**config.mk**
```make
export PLATFORM = sky130hd
export DESIGN_NAME = ysyx_24080006_ifu_prefetch
export DESIGN_NICKNAME = d
export VERILOG_FILES = /design/src/rtl/ysyx_24080006_ifu_prefetch.sv
export SDC_FILE = /design/constraint.sdc
export NUM_CORES = 1
export LEC_CHECK = 0
export BUFFER_PORTS_ARGS = -buffer_cell sky130_fd_sc_hd__buf_4
export CAP_MARGIN = 30
export CORE_MARGIN = 2
export CORE_UTILIZATION = 25
export CTS_BUF_LIST = sky130_fd_sc_hd__clkbuf_4 sky130_fd_sc_hd__clkbuf_8
export DETAILED_ROUTE_END_ITERATION = 7
export PLACE_DENSITY = 0.55
export RECOVER_POWER = 25
export SYNTH_ARGS = -nofsm -noshare
export SYNTH_HDL_FRONTEND = slang
export SYNTH_SLANG_ARGS = --single-unit
```
**constraint.sdc**
```tcl
create_clock -name clock -period 3.8 [get_ports clock]
set_input_delay 0.95 -clock clock [delete_from_list [all_inputs] [get_ports clock]]
set_output_delay 0.95 -clock clock [all_outputs]
set_load 0.1 [all_outputs]
```
**src/rtl/ysyx_24080006_ifu_prefetch.sv**
```systemverilog
// ---------------------------------------------------------------------------
// ysyx_24080006_ifu_prefetch
//
// Sequential instruction prefetcher placed in front of a 32-bit instruction
// FIFO. It issues word fetches on a valid/ready read bus, pushes in-order
// responses straight into the FIFO, and limits issue with a credit check so
// the FIFO cannot overflow. A redirect flushes the FIFO, restarts fetch at the
// new word address and drops every response that is still in flight.
//
// Optional build macro:
//   YSYX_24080006_PF_PERF_EN - adds pf_stall_cnt, a saturating count of RUN
//                              cycles lost to exhausted credit.
//
// Ports:
//   clock, reset           clock and asynchronous active-low reset
//   redirect_valid/_pc     one-cycle restart request and its address
//   req_valid/_ready/_addr read request channel
//   rsp_valid/_data/_err   in-order read response channel (always accepted)
//   fifo_wren/_wdata       FIFO push
//   fifo_flush             FIFO flush (redirect cycle)
//   fifo_full              FIFO full flag
//   fifo_data_avail        FIFO occupancy
//   fetch_err              sticky bus-error flag, cleared by a redirect
//   pf_stall_cnt           (optional) credit-stall cycle counter
//
// Request channel: a transfer happens on a cycle where req_valid && req_ready.
// Once req_valid is raised it stays high with req_addr unchanged until that
// transfer happens, whatever else (redirect, error, credit) occurs meanwhile.
// ---------------------------------------------------------------------------
module ysyx_24080006_ifu_prefetch #(
    parameter int FIFO_DEPTH      = 2,
    parameter int MAX_OUTSTANDING = 2,
    parameter int CNT_W           = $clog2(MAX_OUTSTANDING) + 1,
    parameter int AVAIL_W         = $clog2(FIFO_DEPTH) + 1
) (
    input  logic               clock,
    input  logic               reset,
    input  logic               redirect_valid,
    input  logic [31:0]        redirect_pc,
    output logic               req_valid,
    input  logic               req_ready,
    output logic [31:0]        req_addr,
    input  logic               rsp_valid,
    input  logic [31:0]        rsp_data,
    input  logic               rsp_err,
    output logic               fifo_wren,
    output logic [31:0]        fifo_wdata,
    output logic               fifo_flush,
    input  logic               fifo_full,
    input  logic [AVAIL_W-1:0] fifo_data_avail,
    output logic               fetch_err
`ifdef YSYX_24080006_PF_PERF_EN
    ,
    output logic [31:0]        pf_stall_cnt
`endif
);

    typedef enum logic [1:0] {
        ST_IDLE = 2'd0,
        ST_RUN  = 2'd1,
        ST_HALT = 2'd2
    } state_e;

    // Credit sum is one bit wider than its widest operand so it cannot wrap.
    localparam int SUM_W = ((CNT_W > AVAIL_W) ? CNT_W : AVAIL_W) + 1;

    state_e           state_q, state_d;
    logic [31:0]      pc_q, pc_d;
    logic [31:0]      hold_addr_q, hold_addr_d;
    logic [CNT_W-1:0] outstanding_q, outstanding_d;
    logic [CNT_W-1:0] discard_q, discard_d;
    logic             held_q, held_d;
    logic             held_stale_q, held_stale_d;
    logic             fetch_err_q, fetch_err_d;

    logic [SUM_W-1:0] credit_sum;
    logic             credit_ok;
    logic             hs;
    logic             stale_hs;
    logic             rsp_drop;
    logic             rsp_fault;

    assign credit_sum = SUM_W'(outstanding_q) + SUM_W'(fifo_data_avail);
    // fifo_full is implied by the occupancy term; it is kept as a cheap guard.
    assign credit_ok  = (outstanding_q < CNT_W'(MAX_OUTSTANDING)) &&
                        (credit_sum < SUM_W'(FIFO_DEPTH)) && !fifo_full;

    always_comb begin
        state_d       = state_q;
        pc_d          = pc_q;
        hold_addr_d   = hold_addr_q;
        discard_d     = discard_q;
        fetch_err_d   = fetch_err_q;

        // A held request wins over any new issue decision.
        req_valid  = held_q || ((state_q == ST_RUN) && credit_ok && !redirect_valid);
        req_addr   = held_q ? hold_addr_q : pc_q;
        hs         = req_valid && req_ready;
        // A held request that survived a redirect fetches a dead address.
        stale_hs   = hs && held_q && held_stale_q;

        rsp_drop   = (discard_q != '0) || redirect_valid;
        fifo_wren  = rsp_valid && !rsp_drop && (state_q == ST_RUN) && !rsp_err;
        rsp_fault  = rsp_valid && !rsp_drop && rsp_err;
        fifo_wdata = rsp_data;
        fifo_flush = redirect_valid;

        outstanding_d = outstanding_q + CNT_W'(hs) - CNT_W'(rsp_valid);

        held_d       = req_valid && !req_ready;
        held_stale_d = held_d && ((held_q && held_stale_q) || redirect_valid);
        if (held_d) begin
            hold_addr_d = req_addr;
        end

        if (redirect_valid) begin
            pc_d        = redirect_pc & 32'hFFFF_FFFC;
            // Everything still in flight after this edge belongs to the old stream.
            discard_d   = outstanding_d;
            fetch_err_d = 1'b0;
            state_d     = ST_RUN;
        end else begin
            if (hs && !stale_hs) begin
                pc_d = pc_q + 32'd4;
            end
            discard_d = discard_q - CNT_W'(rsp_valid && (discard_q != '0)) + CNT_W'(stale_hs);
            if (rsp_fault) begin
                fetch_err_d = 1'b1;
                state_d     = ST_HALT;
            end
        end
    end

    always_ff @(posedge clock or negedge reset) begin
        if (!reset) begin
            state_q       <= ST_IDLE;
            pc_q          <= '0;
            hold_addr_q   <= '0;
            outstanding_q <= '0;
            discard_q     <= '0;
            held_q        <= 1'b0;
            held_stale_q  <= 1'b0;
            fetch_err_q   <= 1'b0;
        end else begin
            state_q       <= state_d;
            pc_q          <= pc_d;
            hold_addr_q   <= hold_addr_d;
            outstanding_q <= outstanding_d;
            discard_q     <= discard_d;
            held_q        <= held_d;
            held_stale_q  <= held_stale_d;
            fetch_err_q   <= fetch_err_d;
        end
    end

    assign fetch_err = fetch_err_q;

`ifdef YSYX_24080006_PF_PERF_EN
    logic [31:0] pf_stall_cnt_q;

    always_ff @(posedge clock or negedge reset) begin
        if (!reset) begin
            pf_stall_cnt_q <= '0;
        end else if ((state_q == ST_RUN) && !held_q && !credit_ok &&
                     (pf_stall_cnt_q != 32'hFFFF_FFFF)) begin
            pf_stall_cnt_q <= pf_stall_cnt_q + 32'd1;
        end
    end

    assign pf_stall_cnt = pf_stall_cnt_q;
`endif

    // Discarded responses are always a subset of the in-flight ones.
    assert property (@(posedge clock) disable iff (!reset) discard_q <= outstanding_q);

endmodule
```
**After elaboration in Yosys (flattened, before gate mapping)**

Cells that the tools add are included.

- Register bits: 73
- Bits of input ports: 73
- Output and inout bits: 68
- Logic and storage cells: 53

- Add/subtract/negate cells: 6
- Magnitude comparators: 2
- Equality and inequality tests: 1
- Muxes and demuxes: 8
- Reductions and logical operators: 28

Operator list:

| cell | number |
|---|---|
| 32-bit two-way mux | 3 |
| 32-bit by 3-bit adder with 32-bit output (second input constant) | 1 |
| 1-bit logical AND | 16 |
| 1-bit logical NOT | 6 |
| 2-bit two-way mux | 3 |
| 2-bit nonzero test | 3 |
| 2-bit by 1-bit adder with 2-bit output | 2 |
| 2-bit by 1-bit subtractor with 2-bit output | 2 |
| 2-bit by 2-bit adder with 3-bit output | 1 |
| 1-bit logical OR | 3 |
| 3-bit by 2-bit less-than comparator with 1-bit output (second input constant) | 1 |
| 2-bit by 1-bit == test with 1-bit output (second input constant) | 1 |
| 2-bit less-than comparator (second input constant) | 1 |
| 1-bit two-way mux | 2 |

**Longest topological paths before layout**

- Depth after elaboration: 14
- Depth in mapped cells: 13
- Gate-level depth less buffers: 13

**Worst setup path after synthesis**

Ideal clock, no wire load.

- Kind: input port to output port
- Start point: in redirect_valid
- End point: out fifo_wren
- Data arrival time: 4.716 ns
- Required time: 2.850 ns
- Setup slack: -1.866 ns
- Stages: 2
- Path buffers: 0
- Cell sequence: or4b_2 > nor4b_1

- Word-level cells in the longest chain between the ends: 5

Ends and longest elaborated chain:

| element | line | RTL |
|---|---|---|
| from (decl) | 38 | `input logic redirect_valid,` |
| 1-bit logical OR | 102 | `rsp_drop = (discard_q != '0) \|\| redirect_valid;` |
| 1-bit logical NOT | 103 | `fifo_wren = rsp_valid && !rsp_drop && (state_q == ST_RUN) && !rsp_err;` |
| 1-bit logical AND (3 in a row) | 103 |  |
| to (decl) | 46 | `output logic fifo_wren,` |

Every way passes these cells.

**Worst setup path in the final report**

- Start point: in fifo_data_avail[0]
- End point: out req_valid

- Word-level cells in the longest chain between the ends: 7

Ends and longest elaborated chain:

| element | line | RTL |
|---|---|---|
| from (decl) | 50 | `input logic [AVAIL_W-1:0] fifo_data_avail,` |
| 2-bit by 2-bit adder with 3-bit output | 83 | `assign credit_sum = SUM_W'(outstanding_q) + SUM_W'(fifo_data_avail);` |
| 3-bit by 2-bit less-than comparator with 1-bit output | 86 | `(credit_sum < SUM_W'(FIFO_DEPTH)) && !fifo_full;` |
| 1-bit logical AND | 85 | `assign credit_ok = (outstanding_q < CNT_W'(MAX_OUTSTANDING)) &&` |
| 1-bit logical AND | 86 |  |
| 1-bit logical AND (2 in a row) | 96 | `req_valid = held_q \|\| ((state_q == ST_RUN) && credit_ok && !redirect_valid);` |
| 1-bit logical OR | 96 |  |
| to (decl) | 40 | `output logic req_valid,` |

Every way passes these cells.

==> out/results.ini <==
[status]
status=complete, no violations

[yosys]
postSynthCellCount=382
ys_top_cells_by_area=dfrtp_1 42%, mux2_2 9.2%, mux2_1 7.0%
synth.most_common_cell=dfrtp_1
yosys.area.top_type=dfrtp_1
synth_enable_flop_cells=0
yosys_warnings=0
synth_common_cells=70 x dfrtp_1, 47 x nand2_1, 34 x mux2_2
ys_ff_latch=70
synth_area_per_cell_sq_um=10.9
syn_nets=461
synth_top_area_share_pct=41.9
ys_types=41
yosysSeqAreaShare_pct=41.9
async_flop_share_pct=100
synth_ff_type=dfrtp_1
syn-cell-area_sq_mm=0.00418

[floorplanning]
die_x_microns=133
core_sq_mm=0.0165
rows=47
die_area_sq_mm=0.0178
ios=141
die_y_microns=133
start_util_pct=25.4

[sta]
fin_crit_sh_pct=91.1
setup_tns_ns=0
rsz0062_at_grt=false
hold_violations=0
slew_headroom_pct=2.53
finalMaxSlewViolations=0
layout_min_cycle_time_ns=3.46
clock_skew_ns=0.00888
setup_viol_count_final=0
worst_pin_slew_ns=1.46
max_clock_freq_mhz=289

[setup_path]
path_buf_inv=2
reg2reg_depth=13
max_stage_delay_ns=0.47
cp.arrival_ns=2.51
rr_endpoint=discard_q[1]
crit_type=input pin to primary output
cp_max_fo=3
rrSetupSlack_ns=1.12
start_kind=input pin
cp_slowest_cell=fa_1
endpoint_kind=primary output
path_common_cell=buf_4
r2r_start=outstanding_q[0]
cp_data_required_time_ns=2.85
critPathTopFamily=simple AND/OR/NAND/NOR gates
path_cells=buf_4 > and2_1 > fa_1 > nor4b_4 > nand2_1 > nand2_2 > buf_4

[detailed_routing]
drt-initial-drc-count=64
wl_mm=9.92
firstDrtPassIters=4
vias=2888
ant_nets=0
vias_per_cell=4.49
drc_errors=0
wire_per_inst_microns=15.4

[placed_design]
dp.cells=628
place_hpwl_mm=6.92
place_congestion=0.703
numPortBuffers=74
dpl_cell_area_sq_mm=0.00473

[clocking]
cts_tree=yes
hold_buffers=0
path_clk_slew_ns=0.07
cts_resized=0
htreeDepth=3
cts_sinks=70
postCtsSetupRepairBufs=0
numCtsBuffers=9
cts_root_buffer=clkbuf_8
cts_buffer_depth=2
clk_latency_ns=0.35

[worst_hold_path]
worstHoldStart=hold_addr_q[15]
hold_end=hold_addr_q[15]
whs_path_depth=1
hold_path_class=flip-flop to flip-flop

[power_and_ir_drop]
leakagePower_nw=2.02
internal-power_mw=1.67
peakVddDrop_v=0.000304
pwr-share-clk_pct=22.1
swShare_pct=40.5
p_sw_mw=1.13
p_comb_share_pct=39.3
p_per_area_mw_per_mm2=569
p_seq_share_pct=38.6

[cells_and_area]
post-route-cell-area_sq_mm=0.00493
layout-drive-gt1-share_pct=36.6
final_cell_count_no_fill=643
final_util_pct=29.9
syn2layout_area_growth_pct=17.9
fillers=1767
antenna_cells=0
nets=499

[global_route]
track_usage_pct=11.7
grt_pass1_vias=2974
grt_pass1_wl_mm=16.2
grt_overflow=0
grt_max_degree=71
antenna_found_initial=0

[job]
maxCapViolCount=0

[kinds of logic after synthesis]
logic type | Yosys count | share of synthesized area, %
and+or+nand+nor | 101 | 14.8
DFF | 70 | 41.9
buffers and inverters | 61 | 8.77
muxes | 61 | 16.4
AOI/OAI and AO/OA | 50 | 9.25
xor gates and xnor gates | 33 | 6.92
adders and majority gates | 6 | 1.98
[power groups by stage]
stage	Clock (mW)	Sequential, mW	Combinational [mW]
floorplan	0	1.06	1.04
global placement	0	1.08	1.09
detailed placement	0	1.10	1.12
CTS	0.644	1.08	1.12
global route	0.679	1.11	1.18
finish	0.620	1.08	1.10
[flip-flops by register name, summed over array words and instances (netlist names)]
signal and cells:
discard_q 2, held_q 1, held_stale_q 1, state_q 2, pc_q 30, hold_addr_q 32
outstanding_q 2
[placed cells by master, fill, tap and decap left out, types with 3 or more instances in the layout]
cell type / Yosys / routed
nand3_1: 10 / 10
nor3_1: 5 / 5
mux2_1: 26 / 26
mux2_2: 34 / 34
a2111oi_2: 11 / 11
xnor2_1: 31 / 31
nand4_1: 3 / 3
o21ai_0: 5 / 4
ha_1: 5 / 5
nand2_1: 47 / 46
and2_1: 5 / 5
inv_1: 8 / 8
and4_1: 5 / 5
nor4b_2: 4 / 4
buf_4: 33 / 78
dfrtp_1: 70 / 70
nor4_1: 3 / 3
o21a_1: 4 / 4
o21ai_1: 28 / 29
clkbuf_8: 0 / 11
[metal layers]
metal / track usage [%] / vias up / routed length (microns)
li1: - / 1379 / -
met1: 15.3 / 1413 / 4690
met2: 18.8 / 85 / 4550
met3: 3.84 / 11 / 585
met4: 2.84 / 0 / 97
met5: 0 / - / 0
[worst register-to-register path: stages (launching register included)]
cell and delay, ns:
dfrtp_1 0.38, and2_1 0.17, fa_1 0.47, nor4b_4 0.33, nand2_1 0.10, nand2_2 0.10, nand2_1 0.07, ha_1 0.27
inv_1 0.04, ha_1 0.18, xnor2_1 0.16, xnor2_1 0.16, nand2_1 0.07, o21ai_0 0.11
[cell type report]
| type | count | area [sq um] | share of cell area [%] |
|---|---|---|---|
| clock buffer | 13 | 166 | 3.38 |
| multi-input combinational | 251 | 2080 | 42.2 |
| inverter | 8 | 30.0 | 0.609 |
| timing repair buffer | 80 | 594 | 12.1 |
| clock inverter | 1 | 30.0 | 0.609 |
| tap | 220 | 275 | 5.59 |
| sequential | 70 | 1750 | 35.5 |
[per-stage QoR]
step / hold slack [ns] / worst slack, ns / power (mW)
3_5_place_dp: 0.472 / 0.309 / 2.22
5_1_grt: 0.510 / 0.259 / 2.97
6_report: 0.488 / 0.339 / 2.80
3_3_place_gp: 0.467 / 0.316 / 2.18
4_1_cts: 0.489 / 0.309 / 2.85
2_1_floorplan: 0.450 / 0.0872 / 2.11
[how the worst max path moves through the flow]
stage,endpoint,cells past startpoint,from,slack (ns)
after CTS,req_valid,7,fifo_data_avail[0],0.31
after global placement,req_valid,7,fifo_data_avail[0],0.32
after global routing,req_valid,7,fifo_data_avail[0],0.26
after detailed placement,req_valid,7,fifo_data_avail[0],0.31
after floorplan,discard_q[1],13,fifo_data_avail[0],0.09
final,req_valid,7,fifo_data_avail[0],0.34
(Power assumes the default switching activity.)
